===== src/rtl/bbq_pingpong_ctrl.sv =====
// Ping-pong sequencer for the two BBQ priority queues: one PQ fills while the
// other drains, with roles swapped on occupancy and minimum-phase-time rules.
module bbq_pingpong_ctrl #(
    parameter int DWIDTH      = 32,
    parameter int PWIDTH      = 6,
    parameter int PQ_CAPACITY = 64,
    parameter int CREDITS     = 16,
    parameter int MIN_PHASE   = 11,
    localparam int CW         = $clog2(PQ_CAPACITY + 1)
) (
    input  logic              clk,
    input  logic              rst,
    input  logic              in_valid,
    output logic              in_ready,
    input  logic [DWIDTH-1:0] in_data,
    input  logic [PWIDTH-1:0] in_prior,
    input  logic [1:0]        pq_rdy,
    output logic              pq0_valid,
    output logic [1:0]        pq0_op,
    output logic [DWIDTH-1:0] pq0_data,
    output logic [PWIDTH-1:0] pq0_prior,
    output logic              pq1_valid,
    output logic [1:0]        pq1_op,
    output logic [DWIDTH-1:0] pq1_data,
    output logic [PWIDTH-1:0] pq1_prior,
    input  logic              credit_ret,
    output logic              fill_sel,
    output logic [CW-1:0]     occ0,
    output logic [CW-1:0]     occ1,
    output logic              ready
);

    localparam int KW = $clog2(CREDITS + 1);
    localparam int TW = (MIN_PHASE > 1) ? $clog2(MIN_PHASE) : 1;

    localparam logic [1:0] HEAP_OP_ENQUE     = 2'b00;
    localparam logic [1:0] HEAP_OP_DEQUE_MAX = 2'b10;

    typedef enum logic [1:0] {
        ST_INIT = 2'd0,
        ST_RUN  = 2'd1,
        ST_SWAP = 2'd2
    } state_t;

    state_t                   state_q, state_d;
    logic                     fill_q, fill_d;
    logic                     ready_q, ready_d;
    logic [TW-1:0]            timer_q, timer_d;
    logic [KW-1:0]            credits_q, credits_d;
    logic [1:0][CW-1:0]       occ_q, occ_d;
    logic [1:0]               valid_q, valid_d;
    logic [1:0][1:0]          op_q, op_d;
    logic [1:0][DWIDTH-1:0]   data_q, data_d;
    logic [1:0][PWIDTH-1:0]   prior_q, prior_d;

    logic                     drain_sel;
    logic [CW-1:0]            occ_fill, occ_drain;
    logic                     fill_full, timer_done, swap_cond;
    logic                     in_ready_w, enq, deq;

    assign drain_sel  = ~fill_q;
    assign occ_fill   = occ_q[fill_q];
    assign occ_drain  = occ_q[drain_sel];
    assign fill_full  = (occ_fill == CW'(PQ_CAPACITY));
    assign timer_done = (timer_q == TW'(MIN_PHASE - 1));

    // Swap only once the drain side is empty, so no op is ever lost to a role change.
    assign swap_cond  = (state_q == ST_RUN) && (occ_drain == '0) && (occ_fill != '0)
                        && (timer_done || fill_full);
    assign in_ready_w = (state_q == ST_RUN) && !fill_full && !swap_cond;
    assign enq        = in_valid && in_ready_w;
    assign deq        = (state_q == ST_RUN) && (occ_drain != '0) && (credits_q != '0);

    always_comb begin
        state_d   = state_q;
        fill_d    = fill_q;
        ready_d   = ready_q;
        timer_d   = timer_q;
        credits_d = credits_q;
        occ_d     = occ_q;
        valid_d   = 2'b00;
        op_d      = op_q;
        data_d    = data_q;
        prior_d   = prior_q;

        case (state_q)
            ST_INIT: begin
                if (pq_rdy == 2'b11) begin
                    state_d = ST_RUN;
                    ready_d = 1'b1;
                end
            end
            ST_RUN: begin
                if (!timer_done) timer_d = timer_q + TW'(1);
                if (swap_cond) state_d = ST_SWAP;
                if (enq) begin
                    valid_d[fill_q] = 1'b1;
                    op_d[fill_q]    = HEAP_OP_ENQUE;
                    data_d[fill_q]  = in_data;
                    prior_d[fill_q] = in_prior;
                    occ_d[fill_q]   = occ_q[fill_q] + CW'(1);
                end
                if (deq) begin
                    valid_d[drain_sel] = 1'b1;
                    op_d[drain_sel]    = HEAP_OP_DEQUE_MAX;
                    occ_d[drain_sel]   = occ_q[drain_sel] - CW'(1);
                end
            end
            ST_SWAP: begin
                fill_d  = ~fill_q;
                timer_d = '0;
                state_d = ST_RUN;
            end
            default: state_d = ST_INIT;
        endcase

        // A return at full credit is dropped; issue plus return cancel out.
        case ({deq, credit_ret})
            2'b10:   credits_d = credits_q - KW'(1);
            2'b01:   if (credits_q != KW'(CREDITS)) credits_d = credits_q + KW'(1);
            default: credits_d = credits_q;
        endcase
    end

    always_ff @(posedge clk or negedge rst) begin
        if (!rst) begin
            state_q   <= ST_INIT;
            fill_q    <= 1'b0;
            ready_q   <= 1'b0;
            timer_q   <= '0;
            credits_q <= KW'(CREDITS);
            occ_q     <= '0;
            valid_q   <= 2'b00;
            op_q      <= {HEAP_OP_ENQUE, HEAP_OP_ENQUE};
            data_q    <= '0;
            prior_q   <= '0;
        end else begin
            state_q   <= state_d;
            fill_q    <= fill_d;
            ready_q   <= ready_d;
            timer_q   <= timer_d;
            credits_q <= credits_d;
            occ_q     <= occ_d;
            valid_q   <= valid_d;
            op_q      <= op_d;
            data_q    <= data_d;
            prior_q   <= prior_d;
        end
    end

    assign in_ready  = in_ready_w;
    assign pq0_valid = valid_q[0];
    assign pq0_op    = op_q[0];
    assign pq0_data  = data_q[0];
    assign pq0_prior = prior_q[0];
    assign pq1_valid = valid_q[1];
    assign pq1_op    = op_q[1];
    assign pq1_data  = data_q[1];
    assign pq1_prior = prior_q[1];
    assign fill_sel  = fill_q;
    assign occ0      = occ_q[0];
    assign occ1      = occ_q[1];
    assign ready     = ready_q;

endmodule


===== config.mk =====
export PLATFORM = sky130hd
export DESIGN_NAME = bbq_pingpong_ctrl
export DESIGN_NICKNAME = d
export VERILOG_FILES = /design/src/rtl/bbq_pingpong_ctrl.sv
export SDC_FILE = /design/constraint.sdc
export NUM_CORES = 1
export LEC_CHECK = 0
export ABC_AREA = 0
export CORE_UTILIZATION = 40
export DETAILED_ROUTE_END_ITERATION = 10
export HOLD_SLACK_MARGIN = 0.02
export PLACE_DENSITY = 0.69
export SYNTH_ARGS = -nofsm -noshare
export SYNTH_HDL_FRONTEND = slang
export SYNTH_SLANG_ARGS = --single-unit

===== constraint.sdc =====
create_clock -name clk -period 6.4 [get_ports clk]
set_input_delay 1.28 -clock clk [delete_from_list [all_inputs] [get_ports clk]]
set_output_delay 1.28 -clock clk [all_outputs]
set_load 0.005 [all_outputs]

==> metrics list <==
- Number of nets in the layout: 670
- Root cell of the clock tree: clkbuf_16
* Capture endpoint of the worst hold path: pq0_data[30]
* Slew margin rel.: 48.3%
- After legalization and detailed placement, the total HPWL measured 8650 µm.
* Part of the power in registers: 36.4%
- Power per unit of standard cell area: 510 nW/µm²
- TritonCTS built the clock tree.
* Final setup violation count: 0
- Post-Layout Inst Area: 6900 µm²
* Number of vias after detailed routing: 3970
- In the layout the commonest cells are clkdlybuf4s50_1, nand2_1, dfrtp_1, mux2_2, nor2_1.
* Wire length per cell: 16.0 µm
- Yosys warnings: 0
* Synthesized netlist net count: 535
- The clock reaches the later pin of the worst-skew pair after 0.35 ns.
* Dpl cell area: 6620 µm²
- Total global routing track utilization: 20.5%
- Number of synthesized flops with an enable pin: 0
- Cell internal power was estimated by the tool at 0.00227 W.
* Remaining design rule violation count: 0
- Walking the worst path, the cells encountered are buf_4 -> mux2i_1 -> ha_1 -> nor4bb_2 -> o22a_2 -> nand2_1 -> nand2_1 -> a21oi_1 -> clkdlybuf4s50_1.
- Period minus WS final: 4.26 ns
- CTS Hold Buffers Added: 0
- The clock drives 109 sinks.
- Summing the areas of all xor and xnor instances in the mapped netlist gives 2.56% of the synthesized area.
- Final hold analysis gives a worst-case slack of 0.475 ns.
- After Yosys synthesis, full adders, half adders and majority gates account for 2.34% of the synthesized area.
- Once detail routing completed, the nets flagged for antenna violations numbered 0.
- Post-Synthesis Mean Instance Area: 10.7 µm²
* Number of antenna cells inserted: 0
- The critical path in this run is classified as register to output pin.
* Chip Height: 115 µm
* Effective utilization at floorplan: 40.9%
* Switching power of the nets: 0.00125 W
- Maximum fanout count along the critical path: 35
- The worst setup path is captured at an output pin.
- In this run the critical register-to-register path is captured at credits_q[4].
- The path class of the tightest hold or removal check is register to register.
- Type of origin of the critical path: register
- Clock edge transition at the registers on the reported setup and hold paths: 0.07 ns
- After global routing the overflow that remains totals 0.
- The first global-routing pass estimated 21000 µm of wire.
- At the end of routability-driven placement, the weighted congestion stood at 0.913.
- Floorplan Core Area: 12600 µm²
* Reg-to-reg setup timing slack: 2.87 ns
- DRC violation total after the first TritonRoute iteration: 164
* CTS H-Tree Depth: 3
* Fillers: 1118
- For the worst setup path, the data required time is 5.12 ns.
- Part of the total power dissipated in the clock network: 15.6%
* Worst path max stage delay: 0.48 ns
* Post-synthesis instance area: 5140 µm²
- Summed over all failing endpoints, the final setup total negative slack is 0 ns.
* Max stage delay cell, worst path: nor4bb_2
* Hold path startpoint: pq0_data[30]
- Cell occurring most often along the worst timing path: nand2_1
* Area delta synth->final: 34.4%
- In this run switching power makes up 35.6% of total power.
- The flow ran to the end, and the final reports show no timing, DRC or antenna violations.
- Async set or reset register ratio after synthesis: 100%
- Share of the clock period used by the worst path after layout: 66.6%
* Vias in the first global route: 4152
- Register bit count reported by yosys: 109
- Combinational logic is responsible for 48.0% of the overall power.
* Drt total wl: 12700 µm
* Part of the Yosys area used for sequential elements: 53.1%
* Post-CTS setup repair buffer count: 0
- Synthesized-area fraction occupied by and/or/nand/nor cells: 18.5%
- The worst register-to-register path begins at fill_sel.
- Endpoint arrival time on the critical path: 2.98 ns
- PostCTS Resize Cnt: 0
- Count of buffer and inverter cells on the critical path: 2
- Measured slew at the worst slew-check pin: 0.776 ns
- Die Width: 115 µm
* Cell family with the largest share of critical-path delay: buffers and inverters
- Pleak: 3.14 nW
* Most common library cell in the layout ignoring fill and taps: clkdlybuf4s50_1
* Combinational family with the most area after synthesis: simple AND/OR/NAND/NOR gates
* Final clock skew: 0.00515 ns
- Number of CTS-inserted buffers: 9
- Number of standard cells after synthesis: 482
- FP Rows: 41
* IR drop worst, VDD: 0.221 mV
- For this run, the detailed router's first-pass iteration total came to 4.
- Synth Area in Compound Gates: 7.94%
* Setup repair after global routing missed its margin: no
- Max Clock Freq: 235 MHz
- Entering global routing, the biggest net connects 62 pins.
- Initial antenna violation count: 0
- 143 I/O pins were placed.
- Number of unique standard cell types used by synthesis: 66
* Prevailing post-synth register cell: dfrtp_1
- The die covers 13300 µm².
- Max-cap violations in this run came to 0.
* Number of endpoints with negative hold slack in the final report: 0
- The portion of synthesized area spent on multiplexers is 11.1%.
- Input/output buffers: 142
* Hold Path Depth: 2
* Number of pins exceeding their max-slew limit in the final report: 0
* Post-DR vias/cell: 5.01
- The worst register-to-register path has a depth of 12.
* Maximum count of clock buffers along a single path: 2
- Layout cell share with drive strength beyond 1: 12.2%
-- sequential cells by signal, summed over array words and instances (netlist names), 4 cells and up --
| register | count |
|---|---|
| occ1 | 7 |
| credits_q | 5 |
| pq1_prior | 6 |
| timer_q | 4 |
| pq0_data | 32 |
| pq1_data | 32 |
| occ0 | 7 |
| pq0_prior | 6 |
-- metal layers --
layer	share of wire, %	global-route usage, %	routed length [µm]
met4	1.8	8.74	231
met5	0	0	0
met1	43	25.4	5500
met2	46	32.1	5800
met3	8.9	7.80	1130
-- power groups by stage --
stage / Clock (W) / Combinational (W) / Sequential, W
floorplan: 0 / 0.000919 / 0.00124
detailed placement: 0 / 0.00170 / 0.00129
global placement: 0 / 0.00167 / 0.00127
global route: 0.000586 / 0.00189 / 0.00133
CTS: 0.000563 / 0.00171 / 0.00128
finish: 0.000550 / 0.00169 / 0.00128
-- worst max path at each step --
stage | startpoint | to | slack [ns] | depth (start not counted)
final | fill_sel | in_ready | 2.14 | 9
after CTS | fill_sel | in_ready | 2.13 | 9
after global routing | fill_sel | in_ready | 1.90 | 9
after global placement | fill_sel | in_ready | 2.58 | 9
after detailed placement | fill_sel | in_ready | 2.52 | 9
after floorplan | fill_sel | in_ready | 2.98 | 10
-- synth_stat cells, types with 3 or more instances --
| cell type | instances | area share (%) |
|---|---|---|
| nand3_1 | 9 | 0.88 |
| o21ai_0 | 13 | 1.3 |
| nand2_1 | 130 | 9.5 |
| o22ai_1 | 3 | 0.37 |
| o211ai_1 | 3 | 0.44 |
| a21oi_1 | 12 | 1.2 |
| mux2i_1 | 12 | 2.3 |
| buf_6 | 9 | 2.0 |
| clkbuf_1 | 4 | 0.29 |
| inv_1 | 10 | 0.73 |
| mux2_2 | 40 | 8.8 |
| a21o_1 | 4 | 0.58 |
| nor2_1 | 21 | 1.5 |
| and3_1 | 4 | 0.49 |
| nor4_1 | 3 | 0.37 |
| nor3_1 | 10 | 0.97 |
| buf_4 | 6 | 0.88 |
| dfrtp_1 | 108 | 53 |
| ha_1 | 8 | 1.9 |
| xnor2_1 | 10 | 1.7 |
| nor2b_1 | 3 | 0.37 |
| xor2_1 | 5 | 0.85 |
-- per-stage QoR --
| stage | utilization [%] | power, W | std cells | worst slack [ns] |
|---|---|---|---|---|
| 2_1_floorplan | - | 0.00216 | 482 | 2.98 |
| 3_3_place_gp | 52.7 | 0.00294 | 778 | 2.58 |
| 3_5_place_dp | 52.7 | 0.00299 | 778 | 2.52 |
| 4_1_cts | 54.9 | 0.00356 | 793 | 2.13 |
| 5_1_grt | 54.9 | 0.00380 | 793 | 1.90 |
| 6_report | 54.9 | 0.00352 | 793 | 2.14 |
-- logic make-up after synthesis --
| family | after synthesis |
|---|---|
| buffers and inverters | 33 |
| muxes | 52 |
| xor gates and xnor gates | 15 |
| AOI/OAI and AO/OA | 59 |
| adders and majority gates | 9 |
| DFF | 109 |
| and+or+nand+nor | 205 |
-- worst register-to-register path, stage by stage (launching register included) --
cell,delay [ns]
dfrtp_1,0.32
buf_4,0.37
mux2i_1,0.28
ha_1,0.22
nor4bb_2,0.48
o22a_2,0.29
o21ai_0,0.30
fa_1,0.51
a21o_1,0.18
a21oi_1,0.17
xor2_1,0.15
nor2_1,0.07
xnor2_1,0.14
-- layout make-up --
type | instances | area, µm² | share of cell area (%)
clock buffers | 11 | 233 | 3.37
clock inverters | 4 | 48.8 | 0.707
inverters | 10 | 37.5 | 0.544
multi-input cells | 340 | 2180 | 31.6
flip-flops and latches | 109 | 2730 | 39.5
well taps | 172 | 215 | 3.12
repair buffers | 147 | 1460 | 21.1
(Power assumes the default switching activity.)
